$ cat config.mk
export PLATFORM = sky130hd
export DESIGN_NAME = adc_serial_capture
export DESIGN_NICKNAME = d
export VERILOG_FILES = /design/src/rtl/adc_capture_pkg.sv /design/src/rtl/adc_sclk_gen.sv /design/src/rtl/adc_serial_capture.sv
export SDC_FILE = /design/constraint.sdc
export NUM_CORES = 1
export LEC_CHECK = 0
export ABC_AREA = 0
export BUFFER_PORTS_ARGS = -buffer_cell sky130_fd_sc_hd__buf_4
export CAP_MARGIN = 25
export CORE_AREA = 10 10 68 70
export DETAILED_ROUTE_END_ITERATION = 8
export DIE_AREA = 0 0 78 80
export HOLD_SLACK_MARGIN = 0.02
export PLACE_DENSITY = 0.67
export SLEW_MARGIN = 25
export SYNTH_ARGS = -nofsm -noshare
export SYNTH_HDL_FRONTEND = slang
export SYNTH_HIERARCHICAL = 1
export SYNTH_SLANG_ARGS = --single-unit
$ cat constraint.sdc
create_clock -name clk -period 5.2 [get_ports clk]
set_input_delay 0.52 -clock clk [delete_from_list [all_inputs] [get_ports clk]]
set_output_delay 0.52 -clock clk [all_outputs]
set_load 0.01 [all_outputs]
$ cat src/rtl/adc_capture_pkg.sv
// Shared types for the serial ADC capture block: FSM state encoding and frame sizing.
// Latency: n/a (declarations only).
// Backpressure: n/a.
package adc_capture_pkg;

    typedef enum logic [1:0] {
        ST_IDLE     = 2'd0,
        ST_CS_SETUP = 2'd1,
        ST_SHIFT    = 2'd2,
        ST_QUIET    = 2'd3
    } state_e;

    // Total serial bits clocked out of the ADC per conversion.
    function automatic int frame_bits(input int lead_bits, input int data_w);
        return lead_bits + data_w;
    endfunction

endpackage

$ cat src/rtl/adc_sclk_gen.sv
// Serial-clock divider: CLK_DIV-cycle sclk period, low phase first, idle high when not running.
// Latency: low_end_o/period_end_o are combinational from the phase counter; counter restarts at 0 on run_i.
// Backpressure: none; runs freely while run_i is high.
//
// Ports:
//   clk_i        - core clock, rising edge
//   reset_i      - synchronous active-low reset
//   run_i        - enable; counter held at 0 while low
//   sclk_o       - divided serial clock (1 while idle)
//   low_end_o    - strobe on the clk edge that ends the sclk low phase
//   period_end_o - strobe on the clk edge that ends the full sclk period
module adc_sclk_gen #(
    parameter int CLK_DIV = 4
) (
    input  logic clk_i,
    input  logic reset_i,
    input  logic run_i,
    output logic sclk_o,
    output logic low_end_o,
    output logic period_end_o
);

    localparam int HALF  = CLK_DIV / 2;
    localparam int CNT_W = $clog2(CLK_DIV);

    logic [CNT_W-1:0] cnt_q, cnt_d;

    always_ff @(posedge clk_i) begin
        if (!reset_i) begin
            cnt_q <= '0;
        end else begin
            cnt_q <= cnt_d;
        end
    end

    always_comb begin
        cnt_d = cnt_q;
        if (!run_i) begin
            cnt_d = '0;
        end else if (cnt_q == CNT_W'(CLK_DIV - 1)) begin
            cnt_d = '0;
        end else begin
            cnt_d = cnt_q + 1'b1;
        end
    end

    // First half of every period is the low phase.
    assign sclk_o       = !(run_i && (cnt_q < CNT_W'(HALF)));
    assign low_end_o    = run_i && (cnt_q == CNT_W'(HALF - 1));
    assign period_end_o = run_i && (cnt_q == CNT_W'(CLK_DIV - 1));

endmodule

$ cat src/rtl/adc_serial_capture.sv
// Serial ADC frame capture: drives cs_n/sclk, shifts in LEAD_BITS+DATA_W bits MSB first, presents DATA_W sample.
// Latency: sample/sample_valid appear the cycle after the clk edge that ends the last sclk period.
// Backpressure: valid/ready hold; a frame completing while a sample is held and not accepted is dropped (overrun).
//
// Ports:
//   clk, reset (sync, active-low), en (level enable for back-to-back frames)
//   adc_sdata in; adc_cs_n, adc_sclk out to the converter
//   sample/sample_valid out, sample_ready in; overrun, lead_err sticky flags
// Build option: define ADC_CAPTURE_LEAD_CHECK_EN to reject frames whose leading bits are not all zero
// (sets lead_err); without it leading bits are ignored and lead_err is tied to 0.
module adc_serial_capture
    import adc_capture_pkg::*;
#(
    parameter int DATA_W    = 12,
    parameter int LEAD_BITS = 4,
    parameter int CLK_DIV   = 4,
    parameter int QUIET_CYC = 2
) (
    input  logic              clk,
    input  logic              reset,
    input  logic              en,
    input  logic              adc_sdata,
    output logic              adc_cs_n,
    output logic              adc_sclk,
    output logic [DATA_W-1:0] sample,
    output logic              sample_valid,
    input  logic              sample_ready,
    output logic              overrun,
    output logic              lead_err
);

    localparam int FRAME_BITS = frame_bits(LEAD_BITS, DATA_W);
    localparam int HALF       = CLK_DIV / 2;
    localparam int TMR_MAX    = (HALF > QUIET_CYC) ? HALF : QUIET_CYC;
    localparam int TMR_W      = $clog2(TMR_MAX + 1);
    localparam int BIT_W      = $clog2(FRAME_BITS);
`ifdef ADC_CAPTURE_LEAD_CHECK_EN
    // Keep the leading bits so they can be inspected at frame end.
    localparam int SHR_W      = FRAME_BITS;
`else
    // Only the last DATA_W bits matter; older bits fall off the top.
    localparam int SHR_W      = DATA_W;
`endif

    state_e             state_q, state_d;
    logic [TMR_W-1:0]   tmr_q, tmr_d;
    logic [BIT_W-1:0]   bit_q, bit_d;
    logic [SHR_W-1:0]   shift_q, shift_d;
    logic [DATA_W-1:0]  sample_q, sample_d;
    logic               valid_q, valid_d;
    logic               overrun_q, overrun_d;
    logic               frame_done;
    logic               lead_bad;
    logic               sclk_run, low_end, period_end;

    adc_sclk_gen #(
        .CLK_DIV (CLK_DIV)
    ) u_sclk_gen (
        .clk_i        (clk),
        .reset_i      (reset),
        .run_i        (sclk_run),
        .sclk_o       (adc_sclk),
        .low_end_o    (low_end),
        .period_end_o (period_end)
    );

    assign sclk_run = (state_q == ST_SHIFT);
    assign adc_cs_n = (state_q == ST_IDLE) || (state_q == ST_QUIET);

    // ------------------------------------------------------------------
    // Frame sequencing FSM
    // ------------------------------------------------------------------
    always_ff @(posedge clk) begin
        if (!reset) begin
            state_q <= ST_IDLE;
            tmr_q   <= '0;
            bit_q   <= '0;
            shift_q <= '0;
        end else begin
            state_q <= state_d;
            tmr_q   <= tmr_d;
            bit_q   <= bit_d;
            shift_q <= shift_d;
        end
    end

    always_comb begin
        state_d    = state_q;
        tmr_d      = tmr_q;
        bit_d      = bit_q;
        shift_d    = shift_q;
        frame_done = 1'b0;
        case (state_q)
            ST_IDLE: begin
                if (en) begin
                    state_d = ST_CS_SETUP;
                    tmr_d   = '0;
                end
            end
            ST_CS_SETUP: begin
                if (tmr_q == TMR_W'(HALF - 1)) begin
                    state_d = ST_SHIFT;
                    tmr_d   = '0;
                    bit_d   = '0;
                end else begin
                    tmr_d = tmr_q + 1'b1;
                end
            end
            ST_SHIFT: begin
                if (low_end) begin
                    shift_d = {shift_q[SHR_W-2:0], adc_sdata};
                end
                // The last bit was captured at this period's low_end, so the
                // shift register is complete when its period ends.
                if (period_end) begin
                    if (bit_q == BIT_W'(FRAME_BITS - 1)) begin
                        state_d    = ST_QUIET;
                        tmr_d      = '0;
                        frame_done = 1'b1;
                    end else begin
                        bit_d = bit_q + 1'b1;
                    end
                end
            end
            ST_QUIET: begin
                if (tmr_q == TMR_W'(QUIET_CYC - 1)) begin
                    state_d = en ? ST_CS_SETUP : ST_IDLE;
                    tmr_d   = '0;
                end else begin
                    tmr_d = tmr_q + 1'b1;
                end
            end
            default: begin
                state_d = ST_IDLE;
            end
        endcase
    end

    // ------------------------------------------------------------------
    // Leading-bit check
    // ------------------------------------------------------------------
`ifdef ADC_CAPTURE_LEAD_CHECK_EN
    logic lead_err_q;

    assign lead_bad = |shift_q[FRAME_BITS-1:DATA_W];
    assign lead_err = lead_err_q;

    always_ff @(posedge clk) begin
        if (!reset) begin
            lead_err_q <= 1'b0;
        end else if (frame_done && lead_bad) begin
            lead_err_q <= 1'b1;
        end
    end
`else
    assign lead_bad = 1'b0;
    assign lead_err = 1'b0;
`endif

    // ------------------------------------------------------------------
    // Output holding register with valid/ready handshake
    // ------------------------------------------------------------------
    always_ff @(posedge clk) begin
        if (!reset) begin
            sample_q  <= '0;
            valid_q   <= 1'b0;
            overrun_q <= 1'b0;
        end else begin
            sample_q  <= sample_d;
            valid_q   <= valid_d;
            overrun_q <= overrun_d;
        end
    end

    always_comb begin
        sample_d  = sample_q;
        valid_d   = valid_q;
        overrun_d = overrun_q;
        if (valid_q && sample_ready) begin
            valid_d = 1'b0;
        end
        // A completing frame may reuse the slot freed by a same-cycle accept.
        if (frame_done && !lead_bad) begin
            if (!valid_q || sample_ready) begin
                sample_d = shift_q[DATA_W-1:0];
                valid_d  = 1'b1;
            end else begin
                overrun_d = 1'b1;
            end
        end
    end

    assign sample       = sample_q;
    assign sample_valid = valid_q;
    assign overrun      = overrun_q;

endmodule
==> impl_metrics.env <==
export IMPL_die_h_um=80
export IMPL_cts_tree="yes"
export IMPL_power_frac_seq_pct=49.9
export IMPL_clock_latency_ns=0.33
export IMPL_status="completed"
export IMPL_vias_per_cell=5.13
export IMPL_grt_max_degree=31
export IMPL_synth_area_leaders="dfxtp_1, mux2i_1, nand2_1"
export IMPL_hold_path_class="in2reg"
export IMPL_max_cap_violations=0
export IMPL_cts_buffer_depth=2
export IMPL_globalplace_congestion=0.776
export IMPL_synthCells=177
export IMPL_skew_ns=0.00790
export IMPL_switching_power_uw=192
export IMPL_grt_pass1_vias=1190
export IMPL_vdd_drop_max_mv=0.188
export IMPL_dpl_hpwl_mm=2.33
export IMPL_port_buffers=20
export IMPL_io_pins=22
export IMPL_remaining_drc_errors=0
export IMPL_n_antenna_cell=0
export IMPL_syn_area_per_cell_um2=9.07
export IMPL_cts_root_buf="clkbuf_4"
export IMPL_arrival_ns=2.71
export IMPL_cp_slowest_cell="nor3_4"
export IMPL_netlist_area_leader_share_pct=44.9
export IMPL_htreeDepth=2
export IMPL_synth_commonest_cells="dfxtp_1, nand2_1, nor2_1, a21oi_1, mux2i_1"
export IMPL_pwr_share_comb_pct=25.8
export IMPL_crit_required_ns=5.39
export IMPL_whs_ns=0.435
export IMPL_cts_hold_buf=0
export IMPL_yosys_warnings=6
export IMPL_post_cts_setup_buffers=0
export IMPL_drive_above_1_share_pct=18.8
export IMPL_grt_overflow_total=0
export IMPL_grt_pass1_wl_mm=5.40
export IMPL_multi_input_area_um2=805
export IMPL_worst_setup_path_start_kind="flip-flop"
export IMPL_die_w_um=78
export IMPL_antenna_found_initial=0
export IMPL_layout_nets=209
export IMPL_fmax_mhz=397
export IMPL_cts_repair_resized=0
export IMPL_die_area_mm2=0.00624
export IMPL_hold_viol_final=0
export IMPL_max_slew_worst_pin_slew_ns=0.876
export IMPL_ys_async_sr_fraction_pct=0
export IMPL_min_period_ns=2.52
export IMPL_drtAntennaViolNets=0
export IMPL_num_fill_cells=310
export IMPL_first_pass_iters=4
export IMPL_leakage_nw=0.673
export IMPL_switching_share_pct=32.3
export IMPL_crit_chain="inv_1 > ha_1 > and2_2 > nand2_2 > nor3_4 > mux2i_1 > nor2_1"
export IMPL_path_clk_slew_ns=0.11
export IMPL_ys_seq_area_share_pct=44.9
export IMPL_finalSetupTns_ns=0
export IMPL_slew_headroom_pct=41.5
export IMPL_critPathKind="reg2reg"
export IMPL_ys_flop_type="dfxtp_1"
export IMPL_max_stage_delay_ns=0.69
export IMPL_area_growth_pct=13.1
export IMPL_cts_buffers=5
export IMPL_grt_util_all_layers_pct=10.6
export IMPL_post_route_period_util_pct=48.4
export IMPL_grt_setup_unrepaired="false"
export IMPL_drt_iter0_markers=64
export IMPL_syn_num_nets=190
export IMPL_vias=1246
export IMPL_core_area_mm2=0.00328
export IMPL_drt_total_wl_mm=3.18
export IMPL_std_cell_rows=21
export IMPL_start_util_pct=48.9
export IMPL_regArea_um2=721
export IMPL_synth_cell_types=38
export IMPL_endpoint_kind="flip-flop"
export IMPL_internal_power_uw=402
export IMPL_syn_area_mm2=0.00161
export IMPL_yosysTopAreaCell="dfxtp_1"
export IMPL_synth_most_common_cell="dfxtp_1"
export IMPL_finalSetupViolations=0
export IMPL_power_density_mw_per_mm2=327
export IMPL_cp_max_fo=15
export IMPL_slew_viol_final=0
export IMPL_ys_ff_latch=36
export IMPL_clock_sinks=36
export IMPL_clkPwrFrac_pct=24.2
export IMPL_synth_edf_count=0
export IMPL_post_drt_wl_per_cell_um=13.1
==> worst max-delay path, delay by kind of cell (launching register included) <==
| family | cells | cell delay [ns] |
|---|---|---|
| fa+ha+maj | 1 | 0.48 |
| flops | 1 | 0.35 |
| buf+inv | 1 | 0.15 |
| simple gates | 4 | 1.12 |
| mux | 1 | 0.28 |
==> stage by stage <==
stage	power (mW)	util, %	std cells	instance area, um^2	setup WS (ns)
2_1_floorplan	0.417	-	177	1610	3.50
3_3_place_gp	0.445	53.6	235	1760	2.80
3_5_place_dp	0.456	53.6	235	1760	2.68
4_1_cts	0.600	55.3	243	1820	2.68
5_1_grt	0.636	55.3	243	1820	2.45
6_report	0.594	55.3	243	1820	2.68
==> logic make-up after synthesis <==
| group | count (synthesis) | share of synthesized area (%) |
|---|---|---|
| adders and majority gates | 8 | 6.24 |
| and+or+nand+nor | 72 | 22.3 |
| muxes | 14 | 8.73 |
| AOI/OAI and AO/OA | 31 | 12.6 |
| DFF | 36 | 44.9 |
| buffers and inverters | 15 | 4.99 |
| other | 1 | 0.234 |
==> worst paths after layout <==
path / start / end / slack (ns) / cells past startpoint
setup / recovery: state_q[0] / sample[10] / 2.68 / 7
hold / removal: adc_sdata / shift_q[0] / 0.44 / 3
hold reg to reg: shift_q[11] / shift_q[11] / 0.47 / 2
setup reg to reg: state_q[0] / sample[10] / 2.68 / 7
==> state kept, by name, summed over array words and instances, names as in the netlist <==
| register | count |
|---|---|
| overrun | 1 |
| sample_valid | 1 |
| sample | 12 |
| state_q | 2 |
| u_sclk_gen/cnt_q | 2 |
| shift_q | 12 |
| bit_q | 4 |
| tmr_q | 2 |
==> placed cells by master (no fill, tap or decap), drive strengths merged, types with 2 or more instances in the layout <==
cell / instances
ha: 8
nor2: 19
nand4: 2
inv: 7
nand2b: 2
nor2b: 3
a21oi: 15
and4bb: 2
clkbuf: 5
a211oi: 3
and2: 3
o211ai: 2
nand3: 4
a21boi: 2
mux2i: 14
dfxtp: 36
buf: 20
o21ai: 2
nand2: 33
clkinv: 3
==> routing by layer <==
layer / up-vias / global-route usage [%] / routed length, um
li1: 635 / - / -
met4: 0 / 4.30 / 55
met5: - / 0 / 0
met1: 574 / 12.2 / 1460
met2: 30 / 17.2 / 1480
met3: 7 / 4.05 / 178
==> final cells by class <==
class                      count  share of cell area, %
clock buffer                   5                   2.07
clock inverter                 3                   1.03
inverter                       7                   1.45
multi-input combinational    126                   44.3
sequential                    36                   39.7
tap                           46                   3.17
timing repair buffer          20                   8.27
==> power groups by stage <==
| stage | combinational, mW | sequential [mW] | clock (mW) |
|---|---|---|---|
| finish | 0.153 | 0.297 | 0.144 |
| floorplan | 0.116 | 0.300 | 0 |
| CTS | 0.155 | 0.297 | 0.149 |
| global placement | 0.144 | 0.302 | 0 |
| detailed placement | 0.153 | 0.303 | 0 |
| global route | 0.177 | 0.299 | 0.160 |
Note: power is estimated with default switching activity, not from simulation.
